File: src/rtl/div_pkg.sv
// Shared types and constants for the divider arbiter and anything that models it.
package div_pkg;

  localparam int DIV_W = 16;

  // Quotients returned for a divide by zero with a positive / negative dividend.
  localparam logic [DIV_W-1:0] DBZ_Q_POS = 16'h7FFF;
  localparam logic [DIV_W-1:0] DBZ_Q_NEG = 16'h8000;

  typedef enum logic [2:0] {
    ST_IDLE    = 3'd0,
    ST_ISSUE   = 3'd1,
    ST_DRAIN   = 3'd2,
    ST_RESPOND = 3'd3,
    ST_RECOVER = 3'd4
  } div_arb_state_t;

endpackage

File: src/rtl/div_arbiter_if.sv
// Four-phase handshake between the arbiter (master) and the shared divider (slave).
interface div_arbiter_if;
  import div_pkg::*;

  logic             div_req;
  logic             div_rst;
  logic [DIV_W-1:0] div_a;
  logic [DIV_W-1:0] div_d;
  logic             div_ack;
  logic [DIV_W-1:0] div_q;
  logic [DIV_W-1:0] div_r;
  logic             div_fdbz;

  modport master (
    output div_req, div_rst, div_a, div_d,
    input  div_ack, div_q, div_r, div_fdbz
  );

  modport slave (
    input  div_req, div_rst, div_a, div_d,
    output div_ack, div_q, div_r, div_fdbz
  );

endinterface

File: src/rtl/rr_pick.sv
// Combinational round-robin picker: first set request at or after ptr_i, wrapping.
module rr_pick #(
  parameter  int N  = 4,
  localparam int IW = $clog2(N)
) (
  input  logic [N-1:0]  req_i,
  input  logic [IW-1:0] ptr_i,
  output logic [N-1:0]  gnt_o,
  output logic [IW-1:0] idx_o
);

  // Walk offsets from farthest to nearest so the nearest set bit is the last write.
  always_comb begin
    // NOTE: every output gets a default before the loop so no path leaves it
    // unassigned, which keeps this purely combinational (no latch).
    gnt_o = '0;
    idx_o = '0;
    for (int k = N - 1; k >= 0; k--) begin
      logic [IW-1:0] pos;
      pos = IW'((int'(ptr_i) + k) % N);
      if (req_i[pos]) begin
        gnt_o      = '0;
        gnt_o[pos] = 1'b1;
        idx_o      = pos;
      end
    end
  end

endmodule

File: src/rtl/div_arbiter.sv
// Shares one sequential signed divider among N requesters: round-robin grant,
// divider handshake, result latching and a watchdog that resets a stuck divider.
module div_arbiter
  import div_pkg::*;
#(
  parameter  int N       = 4,
  parameter  int TIMEOUT = 40,
  localparam int IW      = $clog2(N)
) (
  input  logic               clk,
  input  logic               rst_n,
  input  logic [N-1:0]       req_i,
  input  logic [DIV_W*N-1:0] a_i,
  input  logic [DIV_W*N-1:0] d_i,
  output logic [N-1:0]       ack_o,
  output logic [DIV_W-1:0]   q_o,
  output logic [DIV_W-1:0]   r_o,
  output logic               fdbz_o,
  output logic               tout_o,
  output logic [IW-1:0]      gnt_o,
  div_arbiter_if.master      div_if
);

  localparam int WW = $clog2(TIMEOUT + 1);

  localparam logic [2:0] S_IDLE    = ST_IDLE;
  localparam logic [2:0] S_ISSUE   = ST_ISSUE;
  localparam logic [2:0] S_DRAIN   = ST_DRAIN;
  localparam logic [2:0] S_RESPOND = ST_RESPOND;
  localparam logic [2:0] S_RECOVER = ST_RECOVER;

  logic [2:0]       state_q, state_d;
  logic [IW-1:0]    ptr_q, ptr_d;
  logic [WW-1:0]    wdog_q, wdog_d;
  logic [N-1:0]     ack_q, ack_d;
  logic [DIV_W-1:0] q_q, q_d;
  logic [DIV_W-1:0] r_q, r_d;
  logic             fdbz_q, fdbz_d;
  logic             tout_q, tout_d;
  logic [IW-1:0]    gnt_q, gnt_d;
  logic             div_req_q, div_req_d;
  logic             div_rst_q, div_rst_d;
  logic [DIV_W-1:0] op_a_q, op_a_d;
  logic [DIV_W-1:0] op_d_q, op_d_d;

  logic [DIV_W-1:0] a_arr [N];
  logic [DIV_W-1:0] d_arr [N];
  logic [N-1:0]     pick_oh;
  logic [IW-1:0]    pick_idx;
  logic             wdog_exp;

  for (genvar g = 0; g < N; g++) begin : g_unpack
    assign a_arr[g] = a_i[g*DIV_W +: DIV_W];
    assign d_arr[g] = d_i[g*DIV_W +: DIV_W];
  end

  rr_pick #(.N(N)) u_pick (
    .req_i (req_i),
    .ptr_i (ptr_q),
    .gnt_o (pick_oh),
    .idx_o (pick_idx)
  );

  assign wdog_exp = (wdog_q == WW'(TIMEOUT - 1));

  always_comb begin
    state_d   = state_q;
    ptr_d     = ptr_q;
    wdog_d    = wdog_q;
    ack_d     = ack_q;
    q_d       = q_q;
    r_d       = r_q;
    fdbz_d    = fdbz_q;
    tout_d    = tout_q;
    gnt_d     = gnt_q;
    div_req_d = div_req_q;
    div_rst_d = 1'b0;
    op_a_d    = op_a_q;
    op_d_d    = op_d_q;

    unique case (state_q)
      S_IDLE: begin
        if (|pick_oh) begin
          gnt_d     = pick_idx;
          op_a_d    = a_arr[pick_idx];
          op_d_d    = d_arr[pick_idx];
          div_req_d = 1'b1;
          wdog_d    = '0;
          state_d   = S_ISSUE;
        end
      end
      S_ISSUE: begin
        if (div_if.div_ack) begin
          q_d       = div_if.div_q;
          r_d       = div_if.div_r;
          fdbz_d    = div_if.div_fdbz;
          tout_d    = 1'b0;
          div_req_d = 1'b0;
          wdog_d    = '0;
          state_d   = S_DRAIN;
        end else if (wdog_exp) begin
          div_req_d = 1'b0;
          div_rst_d = 1'b1;
          state_d   = S_RECOVER;
        end else begin
          wdog_d = wdog_q + 1'b1;
        end
      end
      S_DRAIN: begin
        if (!div_if.div_ack) begin
          ack_d[gnt_q] = 1'b1;
          state_d      = S_RESPOND;
        end else if (wdog_exp) begin
          div_rst_d = 1'b1;
          state_d   = S_RECOVER;
        end else begin
          wdog_d = wdog_q + 1'b1;
        end
      end
      // Divider reset pulse is on the wire during this single cycle.
      S_RECOVER: begin
        q_d          = '0;
        r_d          = '0;
        fdbz_d       = 1'b0;
        tout_d       = 1'b1;
        ack_d[gnt_q] = 1'b1;
        state_d      = S_RESPOND;
      end
      S_RESPOND: begin
        if (!req_i[gnt_q]) begin
          ack_d   = '0;
          ptr_d   = (gnt_q == IW'(N - 1)) ? '0 : gnt_q + 1'b1;
          state_d = S_IDLE;
        end
      end
      default: state_d = S_IDLE;
    endcase
  end

  // NOTE: state registers use non-blocking assignments so every flop samples
  // the pre-edge values regardless of block evaluation order.
  always_ff @(posedge clk or negedge rst_n) begin
    if (!rst_n) begin
      state_q   <= S_IDLE;
      ptr_q     <= '0;
      wdog_q    <= '0;
      ack_q     <= '0;
      q_q       <= '0;
      r_q       <= '0;
      fdbz_q    <= 1'b0;
      tout_q    <= 1'b0;
      gnt_q     <= '0;
      div_req_q <= 1'b0;
      div_rst_q <= 1'b0;
      op_a_q    <= '0;
      op_d_q    <= '0;
    end else begin
      state_q   <= state_d;
      ptr_q     <= ptr_d;
      wdog_q    <= wdog_d;
      ack_q     <= ack_d;
      q_q       <= q_d;
      r_q       <= r_d;
      fdbz_q    <= fdbz_d;
      tout_q    <= tout_d;
      gnt_q     <= gnt_d;
      div_req_q <= div_req_d;
      div_rst_q <= div_rst_d;
      op_a_q    <= op_a_d;
      op_d_q    <= op_d_d;
    end
  end

  assign ack_o          = ack_q;
  assign q_o            = q_q;
  assign r_o            = r_q;
  assign fdbz_o         = fdbz_q;
  assign tout_o         = tout_q;
  assign gnt_o          = gnt_q;
  assign div_if.div_req = div_req_q;
  assign div_if.div_rst = div_rst_q;
  assign div_if.div_a   = op_a_q;
  assign div_if.div_d   = op_d_q;

endmodule
File: src/flat_wrapper.sv
// flat-port wrapper written by rule: the top's interface ports become plain ports
module div_arbiter_flat import div_pkg::*;
#(
  parameter  int N       = 4,
  parameter  int TIMEOUT = 40,
  localparam int IW      = $clog2(N)
)
  (clk, rst_n, req_i, a_i, d_i, ack_o, q_o, r_o, fdbz_o, tout_o, gnt_o, div_if_div_req, div_if_div_rst, div_if_div_a, div_if_div_d, div_if_div_ack, div_if_div_q, div_if_div_r, div_if_div_fdbz);
  div_arbiter_if div_if_i ();
  input  logic clk;
  input  logic rst_n;
  input  logic [N-1:0] req_i;
  input  logic [DIV_W*N-1:0] a_i;
  input  logic [DIV_W*N-1:0] d_i;
  output logic [N-1:0] ack_o;
  output logic [DIV_W-1:0] q_o;
  output logic [DIV_W-1:0] r_o;
  output logic fdbz_o;
  output logic tout_o;
  output logic [IW-1:0] gnt_o;
  output wire logic [$bits(div_if_i.div_req)-1:0] div_if_div_req;
  output wire logic [$bits(div_if_i.div_rst)-1:0] div_if_div_rst;
  output wire logic [$bits(div_if_i.div_a)-1:0] div_if_div_a;
  output wire logic [$bits(div_if_i.div_d)-1:0] div_if_div_d;
  input wire logic [$bits(div_if_i.div_ack)-1:0] div_if_div_ack;
  input wire logic [$bits(div_if_i.div_q)-1:0] div_if_div_q;
  input wire logic [$bits(div_if_i.div_r)-1:0] div_if_div_r;
  input wire logic [$bits(div_if_i.div_fdbz)-1:0] div_if_div_fdbz;
  assign div_if_div_req = div_if_i.div_req;
  assign div_if_div_rst = div_if_i.div_rst;
  assign div_if_div_a = div_if_i.div_a;
  assign div_if_div_d = div_if_i.div_d;
  assign div_if_i.div_ack = div_if_div_ack;
  assign div_if_i.div_q = div_if_div_q;
  assign div_if_i.div_r = div_if_div_r;
  assign div_if_i.div_fdbz = div_if_div_fdbz;
  div_arbiter #(.N(N), .TIMEOUT(TIMEOUT)) u_core (.clk(clk), .rst_n(rst_n), .req_i(req_i), .a_i(a_i), .d_i(d_i), .ack_o(ack_o), .q_o(q_o), .r_o(r_o), .fdbz_o(fdbz_o), .tout_o(tout_o), .gnt_o(gnt_o), .div_if(div_if_i));
endmodule
File: config.mk
export PLATFORM = sky130hd
export DESIGN_NAME = div_arbiter_flat
export DESIGN_NICKNAME = d
export VERILOG_FILES = /design/src/rtl/div_pkg.sv /design/src/rtl/div_arbiter_if.sv /design/src/rtl/rr_pick.sv /design/src/rtl/div_arbiter.sv /design/src/flat_wrapper.sv
export SDC_FILE = /design/constraint.sdc
export NUM_CORES = 1
export LEC_CHECK = 0
export CORE_UTILIZATION = 38
export DETAILED_ROUTE_END_ITERATION = 8
export HOLD_SLACK_MARGIN = 0.06
export PLACE_DENSITY = 0.89
export SYNTH_ARGS = -nofsm -noshare
export SYNTH_HDL_FRONTEND = slang
export SYNTH_SLANG_ARGS = --single-unit
export TNS_END_PERCENT = 100
File: constraint.sdc
create_clock -name clk -period 2.7 [get_ports clk]
set_input_delay 0.675 -clock clk [delete_from_list [all_inputs] [get_ports clk]]
set_output_delay 0.675 -clock clk [all_outputs]
set_load 0.02 [all_outputs]
**Yosys cells after proc, flatten, opt, wreduce, memory -nomap -nowiden**

Index checks and enable logic that the tools add are counted.

- Register bits after elaboration: 85
- Input port bits: 168
- Word-level logic and storage cells: 127

- Multiplexer cells: 65
- Order comparisons: 11
- Bitwise gates (word level): 3
- Reductions and logical operators: 18
- $add $sub $neg: 5
- Eq/ne operators: 12

Operators by type and width:

| kind | count |
|---|---|
| $mux 16 | 6 |
| $bmux 16 s2 | 2 |
| $pmux 16 s2 | 2 |
| $mux 4 | 6 |
| $mux 6 | 4 |
| $mux 1 | 18 |
| $pmux 6 s3 | 1 |
| $lt 2x3->1 const B | 5 |
| $mux 3 | 5 |
| $pmux 3 s5 | 1 |
| $pmux 4 s3 | 1 |
| $bmux 1 s2 | 5 |
| $demux 1 s2 | 5 |
| $ge 2x1->1 const B | 5 |
| $mux 2 | 5 |
| $reduce_and 3->1 | 3 |
| $ne 2x2->1 const B | 4 |
| $pmux 1 s2 | 4 |
| $reduce_and 2->1 | 4 |
| $add 6x1->6 const B | 1 |
| $eq 3x2->1 const B | 2 |
| $eq 6x6->1 const B | 1 |
| $reduce_bool 3->1 | 2 |
| $logic_and 1x1->1 | 5 |
| other kinds (14) | 17 |

**Logic depth before layout (Yosys ltp)**

- Word-level depth: 12
- Depth in mapped cells: 12
- Mapped depth without buffers: 8

**By module**

Synthesis repeated with hierarchy kept, for this count alone.

- Cells, all modules: 362
- Area total of the unflattened synthesis: 4,750.8 sq um

By module, submodules not included:

| module | instances | area an instance (sq um) | cells each | sequential area each (sq um) |
|---|---|---|---|---|
| div_arbiter | 1 | 4,255.3 | 302 | 2,127.0 |
| rr_pick | 1 | 495.5 | 60 | 0.0 |

**Least setup slack after synthesis**

Ideal clock, no wire load.

- Kind: register to register
- Start point: reg u_core.ptr_q[0]
- End point: reg u_core.op_a_q[10] (netlist: u_core.div_if.div_a[10])
- Setup time: 0.130 ns
- Arrival: 2.690 ns
- Slack: -0.119 ns
- Cell stages (with the launch flop): 12
- Path through: dfrtp_1 > buf_6 > buf_2 > inv_1 > ha_1 > mux4_2 > o41ai_1 > a21o_1 > a2111oi_4 > buf_4 > buf_2 > a31oi_1

- Longest elaborated chain between the ends: 11
- Elaborated cells between the ends (all ways): 45
- Classes of those cells: 3 x add/sub; 8 x order compare; 27 x mux; 1 x bitwise; 6 x reduce/logical

Ends and longest elaborated chain:

| item | RTL line | RTL |
|---|---|---|
| start: declaration | div_arbiter.sv:33 | `logic [IW-1:0] ptr_q, ptr_d;` |
| start signal: assignment | div_arbiter.sv:159 | `ptr_q <= ptr_d;` |
| $add 2x2->2 | rr_pick.sv:20 | `pos = IW'((int'(ptr_i) + k) % N);` |
| $lt 2x3->1 (not written as such) (tied with other cells) | rr_pick.sv:23 | `gnt_o[pos] = 1'b1;` |
| $logic_and 1x1->1 (not written as such) / $mux 1 (equally long branches) | rr_pick.sv:23, rr_pick.sv:21 |  |
| $mux 1 (not written as such) / $mux 2 (equally long branches) | rr_pick.sv:23, rr_pick.sv:21 |  |
| $demux 1 s2 / $mux 2 (equally long branches) | rr_pick.sv:23, rr_pick.sv:21 |  |
| $mux 4 / $mux 2 (equally long branches) (2 in series) | rr_pick.sv:21 | `if (req_i[pos]) begin` |
| $mux 4 / $not 2->3 (equally long branches) | rr_pick.sv:21, div_arbiter.sv:85 |  |
| $mux 4 / $bmux 16 s2 (equally long branches) | rr_pick.sv:21, div_arbiter.sv:85 |  |
| $reduce_or 4->1 / $mux 16 (equally long branches) | div_arbiter.sv:83, div_arbiter.sv:85 |  |
| $reduce_and 2->1 (no source line) / $mux 16 (equally long branches) | n/a |  |
| end signal: assignment | div_arbiter.sv:169 | `op_a_q <= op_a_d;` |
| end: declaration | div_arbiter.sv:43 | `logic [DIV_W-1:0] op_a_q, op_a_d;` |

Parallel ways exist; a longest one is shown, timed or not. The select of a mux whose other input is x is not followed.
A chain may end at the register's enable or synchronous reset.

**Worst setup path in the final report**

- Start point: in req_i[0]
- End point: reg u_core.op_a_q[5] (netlist: u_core.div_if.div_a[5])

- Longest elaborated chain between the ends: 10
- Elaborated cells between the ends (all ways): 22
- Classes of those cells: 19 x mux; 1 x bitwise; 2 x reduce/logical

Ends and longest elaborated chain:

| item | RTL line | RTL |
|---|---|---|
| start: declaration | flat_wrapper.sv:12 | `input logic [N-1:0] req_i;` |
| $bmux 1 s2 | rr_pick.sv:21 |  |
| $mux 1 (not written as such) | rr_pick.sv:21 |  |
| $mux 2 (4 in series) | rr_pick.sv:21 |  |
| $not 2->3 (not written as such) | div_arbiter.sv:85 | `op_a_d = a_arr[pick_idx];` |
| $bmux 16 s2 | div_arbiter.sv:85 |  |
| $mux 16 (not written as such) (2 in series) | div_arbiter.sv:85 |  |

Parallel ways exist; a longest one is shown, timed or not. The select of a mux whose other input is x is not followed.

==> impl_metrics.yaml <==
route:
  ant_nets: 0
  drtPass1Iterations: 5
  totalWireLength_um: 17700
  detail_route.iter0.violations: 334
  detail_route.wl_per_cell_um: 18.1
  detail_route.vias_per_cell: 5.78
  drc: 0
  vias: 5678
clock_tree:
  max-clock-path-buffers: 2
  post_cts_resized: 0
  worstSkewPairLatency_ns: 0.34
  number_of_levels_the_h_tree_was_split_into: 3
  cts_buffers: 9
  clock_tree.root_cell: "sky130_fd_sc_hd__clkbuf_16"
  worst_setup_hold_path_clk_slew_ns: 0.06
  clock_tree_sinks: 85
  post-cts-setup-buffer-count: 0
  clock_tree_from_tritoncts: "done"
  cts.hold.buffers_added: 0
timing:
  rsz_0062_raised_after_global_routing: "no"
  final_hold_viol_count: 0
  final.min_clock_period_ns: 2.59
  final_setup_viols: 0
  fin_worst_skew_ns: 0.00697
  slew_viol_final: 0
  min_period_over_period_pct: 96.0
  fmax_mhz: 386
  worst_slew_margin_rel_pct: 56.9
  worst_slew_pin_slew_ns: 0.646
  worst_hold_slack_ns: 0.354
pwr:
  leakagePower_nw: 3.38
  report.power.total_mw: 10.5
  irDropWorstVdd_v: 0.000570
  power.density_cell_area_nw_per_um2: 1250
critical_path:
  critPathLaunchType: "input pin"
  cp_data_required_time_ns: 2.95
  crit_fanout: 23
  setup.worst_path.end_class: "register"
  path_class: "in2reg"
  worst-r2r-cell-count: 8
  data_arrival_time_of_the_critical_path_ns: 2.84
die:
  design.portCount: 242
  fp.coreArea_um2: 13300
  fp-row-count: 42
  die_x_um: 119
  design.die.area_um2: 14300
  die_h_um: 119
  initial_core_util_pct: 39.3
global_routing:
  grt_start_max_net_pins: 50
  grtUsageMet3_pct: 6.18
  first_global_vias: 5394
  groute.usage.overall_pct: 24.8
  most_utilized_layer_in_the_global_route_result: "met2"
  gr-total-overflow: 0
  use_met1_pct: 29.7
  grt_antenna_before_repair: 0
  global_route.usage.met2_pct: 41.6
  wire_length_of_the_first_global_routing_pass_um: 27500
synth:
  netlist-cell-type-count: 52
  post_syn_nets: 746
  postSynthCellCount: 565
  synthesis.area_um2: 5250
  postSynth.topFlopCell: "sky130_fd_sc_hd__dfrtp_1"
  ys_warn_count: 0
  synth-seq-area-share_pct: 40.6
  syn_avg_cell_area_um2: 9.28
  postSynthRegisterBits: 85
  async_reset_ff_share_pct: 100
  synth-edff-count: 0
placement:
  io_buffer_count: 241
  place.detailed.hpwl_um: 13100
  gpl.final_weighted_congestion: 0.846
finish:
  finish.net_count: 982
  drive_gt1_share_pct: 12.0
  diodes: 0
  areaGrowthSynthToFinish_pct: 60.4
  commonest_non_fill_non_tap_cells_in_the_layout: "240 x sky130_fd_sc_hd__clkdlybuf4s50_1, 84 x sky130_fd_sc_hd__dfrtp_1, 76 x sky130_fd_sc_hd__nand2_1, 48 x sky130_fd_sc_hd__nor2_1, 37 x sky130_fd_sc_hd__a22o_1"
  final_common_cell: "sky130_fd_sc_hd__clkdlybuf4s50_1"
outcome:
  status: "finished clean"
hold_path:
  worst_hold_path_type: "in2async"
flow_run:
  maxCapViolations: 0
where the power goes:
group / internal, mW / total [mW] / switching [mW]
Clock: 0.815 / 1.34 / 0.523
Sequential: 1.85 / 2.24 / 0.389
Combinational: 3.30 / 6.92 / 3.62
Total: 5.96 / 10.5 / 4.53
worst max-delay path, stage by stage:
cell	delay, ns
sky130_fd_sc_hd__clkdlybuf4s50_1	0.44
sky130_fd_sc_hd__buf_4	0.17
sky130_fd_sc_hd__mux2_2	0.28
sky130_fd_sc_hd__o211ai_1	0.31
sky130_fd_sc_hd__buf_4	0.36
sky130_fd_sc_hd__o221ai_1	0.19
sky130_fd_sc_hd__a31o_1	0.21
sky130_fd_sc_hd__a31oi_1	0.20
cells in the mapped netlist (2+ instances only):
cell type | count | area share, %
sky130_fd_sc_hd__o221ai_1 | 32 | 5.3
sky130_fd_sc_hd__nand4bb_1 | 2 | 0.43
sky130_fd_sc_hd__or4b_1 | 2 | 0.38
sky130_fd_sc_hd__a21o_1 | 4 | 0.57
sky130_fd_sc_hd__nor3_1 | 5 | 0.48
sky130_fd_sc_hd__nor2_1 | 48 | 3.4
sky130_fd_sc_hd__o31ai_1 | 5 | 0.72
sky130_fd_sc_hd__nand3_1 | 3 | 0.29
sky130_fd_sc_hd__mux2i_1 | 5 | 0.95
sky130_fd_sc_hd__clkbuf_2 | 4 | 0.38
sky130_fd_sc_hd__mux4_2 | 4 | 1.7
sky130_fd_sc_hd__o41ai_1 | 2 | 0.33
sky130_fd_sc_hd__dfrtp_1 | 85 | 41
sky130_fd_sc_hd__inv_1 | 5 | 0.36
sky130_fd_sc_hd__o21a_1 | 2 | 0.29
sky130_fd_sc_hd__mux2_2 | 3 | 0.64
sky130_fd_sc_hd__buf_6 | 2 | 0.43
sky130_fd_sc_hd__nor2b_1 | 3 | 0.36
sky130_fd_sc_hd__o211ai_1 | 33 | 4.7
sky130_fd_sc_hd__a31o_1 | 11 | 1.8
sky130_fd_sc_hd__clkbuf_1 | 26 | 1.9
sky130_fd_sc_hd__o22a_1 | 2 | 0.33
sky130_fd_sc_hd__ha_1 | 13 | 3.1
sky130_fd_sc_hd__o21ai_0 | 11 | 1.0
sky130_fd_sc_hd__a22o_1 | 37 | 6.2
sky130_fd_sc_hd__a31o_2 | 22 | 3.7
sky130_fd_sc_hd__or2_2 | 2 | 0.24
sky130_fd_sc_hd__a31oi_1 | 35 | 4.2
sky130_fd_sc_hd__buf_2 | 21 | 2.0
sky130_fd_sc_hd__or3_1 | 32 | 3.8
sky130_fd_sc_hd__buf_1 | 3 | 0.21
sky130_fd_sc_hd__nand2_1 | 76 | 5.4
sky130_fd_sc_hd__a21oi_1 | 6 | 0.57
flip-flops by register name, indices dropped and copies added, names as in the netlist, 2 cells and up:
register,cells
u_core.ack_o,4
u_core.div_if.div_a,16
u_core.div_if.div_d,16
u_core.ptr_q,2
u_core.q_o,16
u_core.r_o,16
u_core.wdog_q,6
u_core.state_q,3
u_core.gnt_o,2
through the flow:
| step | util [%] | area (µm²) | worst slack [ns] | instances | setup TNS (ns) |
|---|---|---|---|---|---|
| 2_1_floorplan | - | 5260 | 0.0469 | 565 | 0 |
| 3_3_place_gp | 60.7 | 8100 | -0.224 | 966 | -6.81 |
| 3_5_place_dp | 60.7 | 8100 | -0.288 | 966 | -7.82 |
| 4_1_cts | 63.0 | 8420 | 0.0854 | 982 | 0 |
| 5_1_grt | 63.0 | 8420 | 0.00297 | 982 | 0 |
| 6_report | 63.0 | 8420 | 0.108 | 982 | 0 |
layer usage:
layer	up-vias	part of all wire, %	wire length (µm)
met5	-	0	0
met1	2662	39	6990
li1	2641	-	-
met2	336	48	8510
met4	0	3.1	554
met3	39	9.4	1670
final timing paths:
| path | to | slack, ns | startpoint |
|---|---|---|---|
| hold / removal | u_core.q_o[6]$_DFFE_PN0P_ | 0.35 | rst_n |
| min in group clk | u_core.r_o[4]$_DFFE_PN0P_ | 0.50 | u_core.r_o[4]$_DFFE_PN0P_ |
| max in group asynchronous | u_core.div_if.div_d[2]$_DFFE_PN0P_ | 1.69 | rst_n |
| setup reg to reg | u_core.div_if.div_d[2]$_DFFE_PN0P_ | 0.19 | u_core.ptr_q[0]$_DFFE_PN0P_ |
| hold reg to reg | u_core.r_o[4]$_DFFE_PN0P_ | 0.50 | u_core.r_o[4]$_DFFE_PN0P_ |
| setup / recovery | u_core.div_if.div_a[5]$_DFFE_PN0P_ | 0.11 | req_i[0] |
cell families after synthesis:
family / count (synthesis) / synth area share (%)
adder cells (fa/ha/maj): 13 / 3.10
multiplexers: 13 / 3.53
AND/OR/NAND/NOR: 184 / 16.5
buffers and inverters: 63 / 5.46
AO/OA/AOI/OAI: 207 / 30.9
flip-flops: 85 / 40.6
final cells by class:
| class | count | area (µm²) |
|---|---|---|
| Tap cell | 176 | 220 |
| Timing Repair Buffer | 282 | 2870 |
| Clock buffer | 11 | 233 |
| Fill cell | 1089 | 4930 |
| Inverter | 6 | 22.5 |
| Multi-Input combinational cell | 417 | 2860 |
| Sequential cell | 85 | 2130 |
| Clock inverter | 5 | 83.8 |
Power figures use the tool's default switching activity.
